### src/rtl/sal_timing_regs_pkg.sv
// sal_timing_regs_pkg: register map, update FSM states and reset timing defaults
`ifndef T_RCD_VALUE
`define T_RCD_VALUE 4
`define T_RP_VALUE 4
`define T_RAS_VALUE 12
`define T_RFC_VALUE 51
`define T_RTP_VALUE 3
`define T_WTP_VALUE 9
`define T_RRD_VALUE 3
`define T_CCD_VALUE 2
`define T_WTR_VALUE 3
`define T_RTW_VALUE 4
`endif
package sal_timing_regs_pkg;
  localparam int NF = 10;
  localparam logic [7:0] OFF_CTRL = 8'h00;
  localparam logic [7:0] OFF_STATUS = 8'h04;
  localparam logic [7:0] OFF_SHADOW = 8'h10;
  localparam logic [7:0] OFF_LAST = 8'h34;
  typedef enum logic [1:0] {IDLE, PEND, APPLY} state_e;
  typedef enum logic [3:0] {F_RCD, F_RP, F_RAS, F_RFC, F_RTP, F_WTP, F_RRD, F_CCD, F_WTR, F_RTW} field_e;
  // rcd is declared last so it lands in the low slot and slot i matches field_e
  typedef struct packed {
    logic [31:0] rtw, wtr, ccd, rrd, wtp, rtp, rfc, ras, rp, rcd;
  } timing_t;
  localparam timing_t T_DEFAULT = '{
    rtw: 32'(`T_RTW_VALUE), wtr: 32'(`T_WTR_VALUE), ccd: 32'(`T_CCD_VALUE),
    rrd: 32'(`T_RRD_VALUE), wtp: 32'(`T_WTP_VALUE), rtp: 32'(`T_RTP_VALUE),
    rfc: 32'(`T_RFC_VALUE), ras: 32'(`T_RAS_VALUE), rp: 32'(`T_RP_VALUE),
    rcd: 32'(`T_RCD_VALUE)};
  function automatic logic [31:0] t_default(input int i);
    logic [NF-1:0][31:0] v;
    v = T_DEFAULT;
    return v[i];
  endfunction
endpackage

### src/rtl/sal_timing_regs_if.sv
// sal_timing_regs_if: APB slave link and the bank/scheduler timing output bundles
interface apb_if #(parameter int AW = 8);
  logic psel, penable, pwrite, pready, pslverr;
  logic [AW-1:0] paddr;
  logic [31:0] pwdata, prdata;
  modport slave(input psel, penable, pwrite, paddr, pwdata, output prdata, pready, pslverr);
endinterface

interface bk_timing_if #(parameter int TW = 8);
  logic [TW-1:0] t_rcd, t_rp, t_ras, t_rfc, t_rtp, t_wtp;
  modport src(output t_rcd, t_rp, t_ras, t_rfc, t_rtp, t_wtp);
endinterface

interface sched_timing_if #(parameter int TW = 8);
  logic [TW-1:0] t_rrd, t_ccd, t_wtr, t_rtw;
  modport src(output t_rrd, t_ccd, t_wtr, t_rtw);
endinterface

### src/rtl/sal_apb_regdec.sv
// sal_apb_regdec: APB address decode, write strobes, error detection and read mux
module sal_apb_regdec
  import sal_timing_regs_pkg::*;
#(
  parameter int TW = 8,
  parameter int AW = 8
) (
  input  logic                   psel,
  input  logic                   penable,
  input  logic                   pwrite,
  input  logic [AW-1:0]          paddr,
  input  logic [TW-1:0]          wfield,
  input  logic [NF-1:0][TW-1:0]  shadow,
  input  logic [2:0]             status,
  output logic                   ctrl_we,
  output logic                   status_we,
  output logic                   shadow_we,
  output logic [3:0]             shadow_idx,
  output logic [31:0]            prdata,
  output logic                   pslverr
);
  logic acc, is_ctrl, is_stat, is_sh, sh_bad;
  always_comb begin
    acc = psel & penable;
    is_ctrl = paddr == AW'(OFF_CTRL);
    is_stat = paddr == AW'(OFF_STATUS);
    is_sh = paddr[1:0] == 2'b00 && paddr >= AW'(OFF_SHADOW) && paddr <= AW'(OFF_LAST);
    shadow_idx = paddr[5:2] - 4'd4;
    // status[1:0] are LOCKED and PENDING: either blocks shadow writes
    sh_bad = wfield == '0 || status[1:0] != 2'b00;
    ctrl_we = acc & pwrite & is_ctrl;
    status_we = acc & pwrite & is_stat;
    shadow_we = acc & pwrite & is_sh & ~sh_bad;
    pslverr = acc & (~(is_ctrl | is_stat | is_sh) | (pwrite & is_sh & sh_bad));
    prdata = (!acc || pwrite) ? '0 : is_stat ? 32'(status) : is_sh ? 32'(shadow[shadow_idx]) : '0;
  end
endmodule

### src/rtl/sal_timing_regs.sv
// sal_timing_regs: APB-programmed DDR2 timing shadows, applied to active outputs when the scheduler idles
module sal_timing_regs
  import sal_timing_regs_pkg::*;
#(
  parameter int TW = 8,
  parameter int AW = 8,
  parameter int UPD_TIMEOUT = 1024
) (
  input  logic               clk,
  input  logic               rst_n,
  apb_if.slave               apb_intf,
  bk_timing_if.src           bk_timing_intf,
  sched_timing_if.src        sched_timing_intf,
  input  logic               sched_idle,
  output logic               cfg_updated
);
  localparam int CW = $clog2(UPD_TIMEOUT + 1);
  state_e state, state_nx;
  logic [CW-1:0] cnt;
  logic [NF-1:0][TW-1:0] shadow, active;
  logic locked, timeout, pending, tmo_hit, upd_req;
  logic ctrl_we, status_we, shadow_we;
  logic [3:0] shadow_idx;

  sal_apb_regdec #(.TW(TW), .AW(AW)) u_regdec (
    .psel       (apb_intf.psel),
    .penable    (apb_intf.penable),
    .pwrite     (apb_intf.pwrite),
    .paddr      (apb_intf.paddr),
    .wfield     (apb_intf.pwdata[TW-1:0]),
    .shadow     (shadow),
    .status     ({timeout, locked, pending}),
    .ctrl_we    (ctrl_we),
    .status_we  (status_we),
    .shadow_we  (shadow_we),
    .shadow_idx (shadow_idx),
    .prdata     (apb_intf.prdata),
    .pslverr    (apb_intf.pslverr)
  );
  assign apb_intf.pready = 1'b1;

  always_ff @(posedge clk or negedge rst_n) begin
    if (!rst_n) state <= IDLE;
    else state <= state_nx;
  end

  // UPDATE always lands in PEND first, even if sched_idle is already high
  always_comb begin
    state_nx = state == IDLE ? (upd_req ? PEND : IDLE)
             : state == PEND ? (sched_idle ? APPLY : tmo_hit ? IDLE : PEND)
             : IDLE;
  end

  always_comb begin
    pending = state != IDLE;
    tmo_hit = state == PEND && !sched_idle && cnt == CW'(UPD_TIMEOUT);
    upd_req = ctrl_we && apb_intf.pwdata[0] && !pending;
  end

  always_ff @(posedge clk or negedge rst_n) begin
    if (!rst_n) begin
      cnt <= '0;
      locked <= 1'b0;
      timeout <= 1'b0;
      cfg_updated <= 1'b0;
      for (int i = 0; i < NF; i++) begin
        shadow[i] <= TW'(t_default(i));
        active[i] <= TW'(t_default(i));
      end
    end else begin
      cnt <= state != PEND ? '0 : cnt == CW'(UPD_TIMEOUT) ? cnt : cnt + 1'b1;
      locked <= locked | (ctrl_we & apb_intf.pwdata[1]);
      timeout <= tmo_hit | (timeout & ~(status_we & apb_intf.pwdata[2]));
      cfg_updated <= state == APPLY;
      if (shadow_we) shadow[shadow_idx] <= apb_intf.pwdata[TW-1:0];
      if (state == APPLY) active <= shadow;
    end
  end

  assign bk_timing_intf.t_rcd = active[F_RCD];
  assign bk_timing_intf.t_rp = active[F_RP];
  assign bk_timing_intf.t_ras = active[F_RAS];
  assign bk_timing_intf.t_rfc = active[F_RFC];
  assign bk_timing_intf.t_rtp = active[F_RTP];
  assign bk_timing_intf.t_wtp = active[F_WTP];
  assign sched_timing_intf.t_rrd = active[F_RRD];
  assign sched_timing_intf.t_ccd = active[F_CCD];
  assign sched_timing_intf.t_wtr = active[F_WTR];
  assign sched_timing_intf.t_rtw = active[F_RTW];
endmodule

### src/flat_wrapper.sv
// flat-port wrapper written by rule: the top's interface ports become plain ports
module sal_timing_regs_flat import sal_timing_regs_pkg::*;
#(
  parameter int TW = 8,
  parameter int AW = 8,
  parameter int UPD_TIMEOUT = 1024
)
  (clk, rst_n, sched_idle, cfg_updated, apb_intf_psel, apb_intf_penable, apb_intf_pwrite, apb_intf_paddr, apb_intf_pwdata, apb_intf_prdata, apb_intf_pready, apb_intf_pslverr, bk_timing_intf_t_rcd, bk_timing_intf_t_rp, bk_timing_intf_t_ras, bk_timing_intf_t_rfc, bk_timing_intf_t_rtp, bk_timing_intf_t_wtp, sched_timing_intf_t_rrd, sched_timing_intf_t_ccd, sched_timing_intf_t_wtr, sched_timing_intf_t_rtw);
  apb_if #(.AW(AW)) apb_intf_i ();
  bk_timing_if #(.TW(TW)) bk_timing_intf_i ();
  sched_timing_if #(.TW(TW)) sched_timing_intf_i ();
  input  logic clk;
  input  logic rst_n;
  input  logic sched_idle;
  output logic cfg_updated;
  input wire logic [$bits(apb_intf_i.psel)-1:0] apb_intf_psel;
  input wire logic [$bits(apb_intf_i.penable)-1:0] apb_intf_penable;
  input wire logic [$bits(apb_intf_i.pwrite)-1:0] apb_intf_pwrite;
  input wire logic [$bits(apb_intf_i.paddr)-1:0] apb_intf_paddr;
  input wire logic [$bits(apb_intf_i.pwdata)-1:0] apb_intf_pwdata;
  output wire logic [$bits(apb_intf_i.prdata)-1:0] apb_intf_prdata;
  output wire logic [$bits(apb_intf_i.pready)-1:0] apb_intf_pready;
  output wire logic [$bits(apb_intf_i.pslverr)-1:0] apb_intf_pslverr;
  output wire logic [$bits(bk_timing_intf_i.t_rcd)-1:0] bk_timing_intf_t_rcd;
  output wire logic [$bits(bk_timing_intf_i.t_rp)-1:0] bk_timing_intf_t_rp;
  output wire logic [$bits(bk_timing_intf_i.t_ras)-1:0] bk_timing_intf_t_ras;
  output wire logic [$bits(bk_timing_intf_i.t_rfc)-1:0] bk_timing_intf_t_rfc;
  output wire logic [$bits(bk_timing_intf_i.t_rtp)-1:0] bk_timing_intf_t_rtp;
  output wire logic [$bits(bk_timing_intf_i.t_wtp)-1:0] bk_timing_intf_t_wtp;
  output wire logic [$bits(sched_timing_intf_i.t_rrd)-1:0] sched_timing_intf_t_rrd;
  output wire logic [$bits(sched_timing_intf_i.t_ccd)-1:0] sched_timing_intf_t_ccd;
  output wire logic [$bits(sched_timing_intf_i.t_wtr)-1:0] sched_timing_intf_t_wtr;
  output wire logic [$bits(sched_timing_intf_i.t_rtw)-1:0] sched_timing_intf_t_rtw;
  assign apb_intf_i.psel = apb_intf_psel;
  assign apb_intf_i.penable = apb_intf_penable;
  assign apb_intf_i.pwrite = apb_intf_pwrite;
  assign apb_intf_i.paddr = apb_intf_paddr;
  assign apb_intf_i.pwdata = apb_intf_pwdata;
  assign apb_intf_prdata = apb_intf_i.prdata;
  assign apb_intf_pready = apb_intf_i.pready;
  assign apb_intf_pslverr = apb_intf_i.pslverr;
  assign bk_timing_intf_t_rcd = bk_timing_intf_i.t_rcd;
  assign bk_timing_intf_t_rp = bk_timing_intf_i.t_rp;
  assign bk_timing_intf_t_ras = bk_timing_intf_i.t_ras;
  assign bk_timing_intf_t_rfc = bk_timing_intf_i.t_rfc;
  assign bk_timing_intf_t_rtp = bk_timing_intf_i.t_rtp;
  assign bk_timing_intf_t_wtp = bk_timing_intf_i.t_wtp;
  assign sched_timing_intf_t_rrd = sched_timing_intf_i.t_rrd;
  assign sched_timing_intf_t_ccd = sched_timing_intf_i.t_ccd;
  assign sched_timing_intf_t_wtr = sched_timing_intf_i.t_wtr;
  assign sched_timing_intf_t_rtw = sched_timing_intf_i.t_rtw;
  sal_timing_regs #(.TW(TW), .AW(AW), .UPD_TIMEOUT(UPD_TIMEOUT)) u_core (.clk(clk), .rst_n(rst_n), .apb_intf(apb_intf_i), .bk_timing_intf(bk_timing_intf_i), .sched_timing_intf(sched_timing_intf_i), .sched_idle(sched_idle), .cfg_updated(cfg_updated));
endmodule
### config.mk
export PLATFORM = sky130hd
export DESIGN_NAME = sal_timing_regs_flat
export DESIGN_NICKNAME = d
export VERILOG_FILES = /design/src/rtl/sal_timing_regs_pkg.sv /design/src/rtl/sal_timing_regs_if.sv /design/src/rtl/sal_apb_regdec.sv /design/src/rtl/sal_timing_regs.sv /design/src/flat_wrapper.sv
export SDC_FILE = /design/constraint.sdc
export NUM_CORES = 1
export LEC_CHECK = 0
export ABC_CLOCK_PERIOD_IN_PS = 4700
export CAP_MARGIN = 40
export CORE_ASPECT_RATIO = 1.25
export CORE_UTILIZATION = 40
export DETAILED_ROUTE_END_ITERATION = 8
export GPL_TIMING_DRIVEN = 0
export HOLD_SLACK_MARGIN = 0.15
export PLACE_DENSITY = 0.7
export SLEW_MARGIN = 15
export SYNTH_ARGS = -nofsm -noshare
export SYNTH_HDL_FRONTEND = slang
export SYNTH_SLANG_ARGS = --single-unit
### constraint.sdc
create_clock -name clk -period 4.7 [get_ports clk]
set_clock_uncertainty 0.2 [all_clocks]
set_input_delay 0.705 -clock clk [delete_from_list [all_inputs] [get_ports clk]]
set_output_delay 0.705 -clock clk [all_outputs]
set_load 0.02 [all_outputs]
==> results.txt <==
----------------------------------------------------
[Status]
  Outcome ... completed

[Synthesis]
  Synthesis warning total ... 0
  Synthesized area ... 0.00805 sq mm
  Count of mapped cells out of synthesis ... 716
  Top-area cell type share of the netlist area ... 43.5%
  EDFF count, synth ... 0
  Share of synthesized area occupied by flip-flops and latches ... 55.2%
  Average instance area after synthesis ... 11.2 sq um
  Cell accounting for the most synthesized area ... dfrtp_1
  Asr flop ratio synth ... between 90% and 100%
  Number of distinct library cells after synthesis ... 46
  Flop and latch count out of synthesis ... 176
  Cell types with the largest area share after synthesis ... dfrtp_1 43%, mux2_2 12%, dfstp_2 12%, nand2_1 12%, mux4_2 4.5%
  Flip-flop cell with the highest count after synthesis ... dfrtp_1

[Clock network]
  Clock Tree Root ... clkbuf_16
  Setup Buffers After CTS ... 0
  TritonCTS clock tree ... built
  Total clock sinks ... roughly 180
  H-tree depth ... 4
  Clock-pin slew on the worst setup and hold paths ... 70 ps
  TritonCTS Buffers ... 17
  CTS max path bufs ... 2
  Source-to-sink clock delay at the later pin of the worst-skew pair ... 430 ps

[Setup path]
  Element type at the critical path end ... primary output
  Most common cell type on the critical path ... clkdlybuf4s50_1
  Maximum fanout count along the critical path ... 8
  Slowest cell on the critical path ... clkdlybuf4s50_1
  Launching element type of the critical path ... input port
  Crit path largest cell delay ... 640 ps
  Required time of the worst setup path ... between 3000 and 4000 ps
  Cell breakdown of the critical path ... clkdlybuf4s50_1, inv_1, ha_2, or3b_1, a211oi_2, nand3_2, o2bb2ai_1, clkdlybuf4s50_1
  Signal arrival time at the worst endpoint ... roughly 3600 ps
  Path type of the worst setup path ... input port to primary output

[Finish]
  Commonest non-fill, non-tap cell in the layout ... nand2_1
  Area of all placed cells without fillers ... 0.0102 sq mm
  Commonest non-fill, non-tap cells in the layout ... 249 x nand2_1, 140 x dfrtp_1, 110 x clkdlybuf4s50_1, 85 x mux2_2, 36 x dfstp_2
  Number of antenna cells inserted ... 0
  Share of final-layout standard cells stronger than drive strength 1 ... 24.1%
  Net count of the finished layout ... just over 900
  P&R area growth vs syn ... 26.6%
  Fill cell total of the finished layout ... between 1500 and 2000

[Place]
  HPWL Detailed ... between 10000 and 15000 um
  Post-placement setup slack ... -65.8 ps
  Last weighted congestion value of the routability-driven placer ... 0.825
  Placement Cell Area ... between 0.009 and 0.01 sq mm
  Number of buffers inserted by port buffering ... 111

[Power]
  Comb pwr share ... under 10%
  Share of power burned in the clock network ... 44.0%
  Internal power contribution ... approximately 0.0023 W
  Power per unit of standard cell area ... roughly 300 mW/mm^2
  Static leakage ... 4.82 nW
  NetSw ... 0.000708 W
  Sequential group share of total power ... 50.4%
  Maximum vdd ir drop ... 264 uV
  Switching power share of the total ... 23.3%

[Detailed routing]
  Final WL ... about 20000 um
  DR vias/cell ... roughly 4.9
  Violation count after the first detailed-routing iteration ... 401
  Routed vias ... around 5600
  Count of antenna-violating nets left after detailed routing ... 0
  Number of detailed-route iterations in the first pass ... 4
  Drt wl/cell ... about 17 um
  Number of DRC violations after detailed routing ... 0

[Die]
  # rows ... 57
  Total Die Area ... 0.0207 sq mm
  Die outline width ... 129 um
  Chip Height ... about 160 um
  Core area ... slightly below 0.02 sq mm
  Top-level I/O count ... 161
  Starting density of the core ... 41.1%

[GRT]
  Antenna violations before repair ... 0
  Largest net degree at the start of global routing ... 91
  Total congestion overflow ... 0
  Busiest grt layer ... met2
  Grt met1 use ... between 20% and 30%
  Global routing usage on met3 ... 3.83%
  Wire length of the first global-routing pass ... ~32000 um
  Met2 layer usage reported by global route ... 33.8%
  Number of global-route vias before repair ... between 5000 and 6000
  Total routing usage reported by global routing ... 20.6%

[Job]
  Max capacitance violation total ... 0

[Timing]
  Period Utilization, post-route ... a little over nine tenths
  Final-report setup violation count ... 0
  Maximum clock rate ... 0.222 GHz
  Number of failing hold endpoints at the final stage ... 0
  Remaining max-slew budget at the tightest pin ... a little under half
  Minimum period implied by the final worst setup slack ... roughly 4500 ps
  Slew at the pin with the worst max-slew slack ... roughly 800 ps
  Slew Limit Fails ... 0
  Setup_tns ... 0 ps
  Final WS setup ... between 150 and 200 ps
  Setup repair after global routing missed its margin ... false

[Hold path]
  Path category of the worst min-delay check ... flop to flop

----------------------------------------------------
[state kept, by name, summed over array words and instances, names as in the netlist]
| signal | cells |
|---|---|
| u_core.bk_timing_intf.t_ras | 8 |
| u_core.bk_timing_intf.t_rcd | 8 |
| u_core.bk_timing_intf.t_rfc | 8 |
| u_core.bk_timing_intf.t_rp | 8 |
| u_core.bk_timing_intf.t_rtp | 8 |
| u_core.bk_timing_intf.t_wtp | 8 |
| u_core.cfg_updated | 1 |
| u_core.cnt | 11 |
| u_core.locked | 1 |
| u_core.sched_timing_intf.t_ccd | 8 |
| u_core.sched_timing_intf.t_rrd | 8 |
| u_core.sched_timing_intf.t_rtw | 8 |
| u_core.sched_timing_intf.t_wtr | 8 |
| u_core.shadow | 80 |
| u_core.state | 2 |
| u_core.timeout | 1 |
[critical path: cells and delay by family]
kind	cells	cell delay [ps]
buf+inv	3	1350
simple gates	2	660
fa+ha+maj	1	310
compound gates	2	590
[cell type report]
cell class                      count  area (sq um)  area share [%]
Buffer                             60           344            3.37
Clock buffer                       23           458            4.49
Clock inverter                      9          86.3           0.847
Inverter                            6          22.5           0.221
Multi-Input combinational cell    497          3340            32.7
Sequential cell                   176          4450            43.6
Tap cell                          265           332            3.25
Timing Repair Buffer              114          1170            11.5
[metrics by stage]
stage	hold slack, ps	utilization [%]	total power [W]	cells
finish	259	52.0	0.00304	1150
global route	276	52.0	0.00314	1150
CTS	261	51.9	0.00307	1150
detailed placement	249	49.1	0.00173	1117
global placement	248	48.9	0.00172	1115
floorplan	209	-	0.00165	739
[cells by family after synthesis]
| family | count (synthesis) | share of synthesized area (%) |
|---|---|---|
| compound gates | 27 | 2.49 |
| xor+xnor | 7 | 0.761 |
| fa+ha+maj | 8 | 1.24 |
| buf+inv | 66 | 4.55 |
| flops | 176 | 55.2 |
| mux | 110 | 17.5 |
| other cells | 2 | 0.0932 |
| simple gates | 320 | 18.1 |
[worst paths after layout]
path	from	to	slack, ps	cells after the start
max in group asynchronous	rst_n	u_core.sched_timing_intf.t_rrd[0]	2720	3
worst max register to register	u_core.state[1]	u_core.shadow[61]	2130	5
min in group asynchronous	rst_n	u_core.sched_timing_intf.t_wtr[5]	670	2
worst min-delay path	u_core.bk_timing_intf.t_rfc[5]	u_core.bk_timing_intf.t_rfc[5]	260	2
worst max-delay path	apb_intf_paddr[5]	apb_intf_prdata[2]	190	8
worst min register to register	u_core.bk_timing_intf.t_rfc[5]	u_core.bk_timing_intf.t_rfc[5]	260	2
[per-layer routing]
layer / up-vias / share of wire, %
met5: - / 0
met4: 0 / 2.5
met3: 32 / 3.8
met2: 138 / 51
met1: 2801 / 43
li1: 2670 / -
[cell usage after synthesis (2+ instances only)]
cell type	number
a211oi_1	3
a21oi_1	9
a22oi_1	3
and2_1	2
and3_1	2
buf_1	6
buf_2	2
buf_4	25
buf_8	2
clkbuf_1	25
conb_1	2
dfrtp_1	140
dfstp_2	36
ha_1	8
inv_1	4
mux2_2	85
mux2i_1	9
mux4_2	16
nand2_1	249
nand2b_1	5
nand3_1	7
nand3_2	2
nand3b_1	2
nand4_4	8
nor2_1	16
nor2b_1	3
nor3_1	9
nor4_1	6
o21ai_0	3
o2bb2ai_1	3
o31a_1	3
or3_1	2
xnor2_1	5
xor2_1	2
[power groups by stage]
stage / sequential (W) / combinational [W] / clock [W]
3_5_place_dp: 0.00156 / 0.000169 / 0
6_report: 0.00153 / 0.000170 / 0.00134
2_1_floorplan: 0.00156 / 0.0000905 / 0
5_1_grt: 0.00153 / 0.000185 / 0.00142
3_3_place_gp: 0.00156 / 0.000163 / 0
4_1_cts: 0.00153 / 0.000171 / 0.00136
[timing repair]
action	in CTS	in global routing
endpoints found under the hold margin	73	0
hold buffers	1	0
setup endpoints to repair	8	8
gates resized for setup	1	2
pin swaps	0	0
Note: power is estimated with default switching activity, not from simulation.
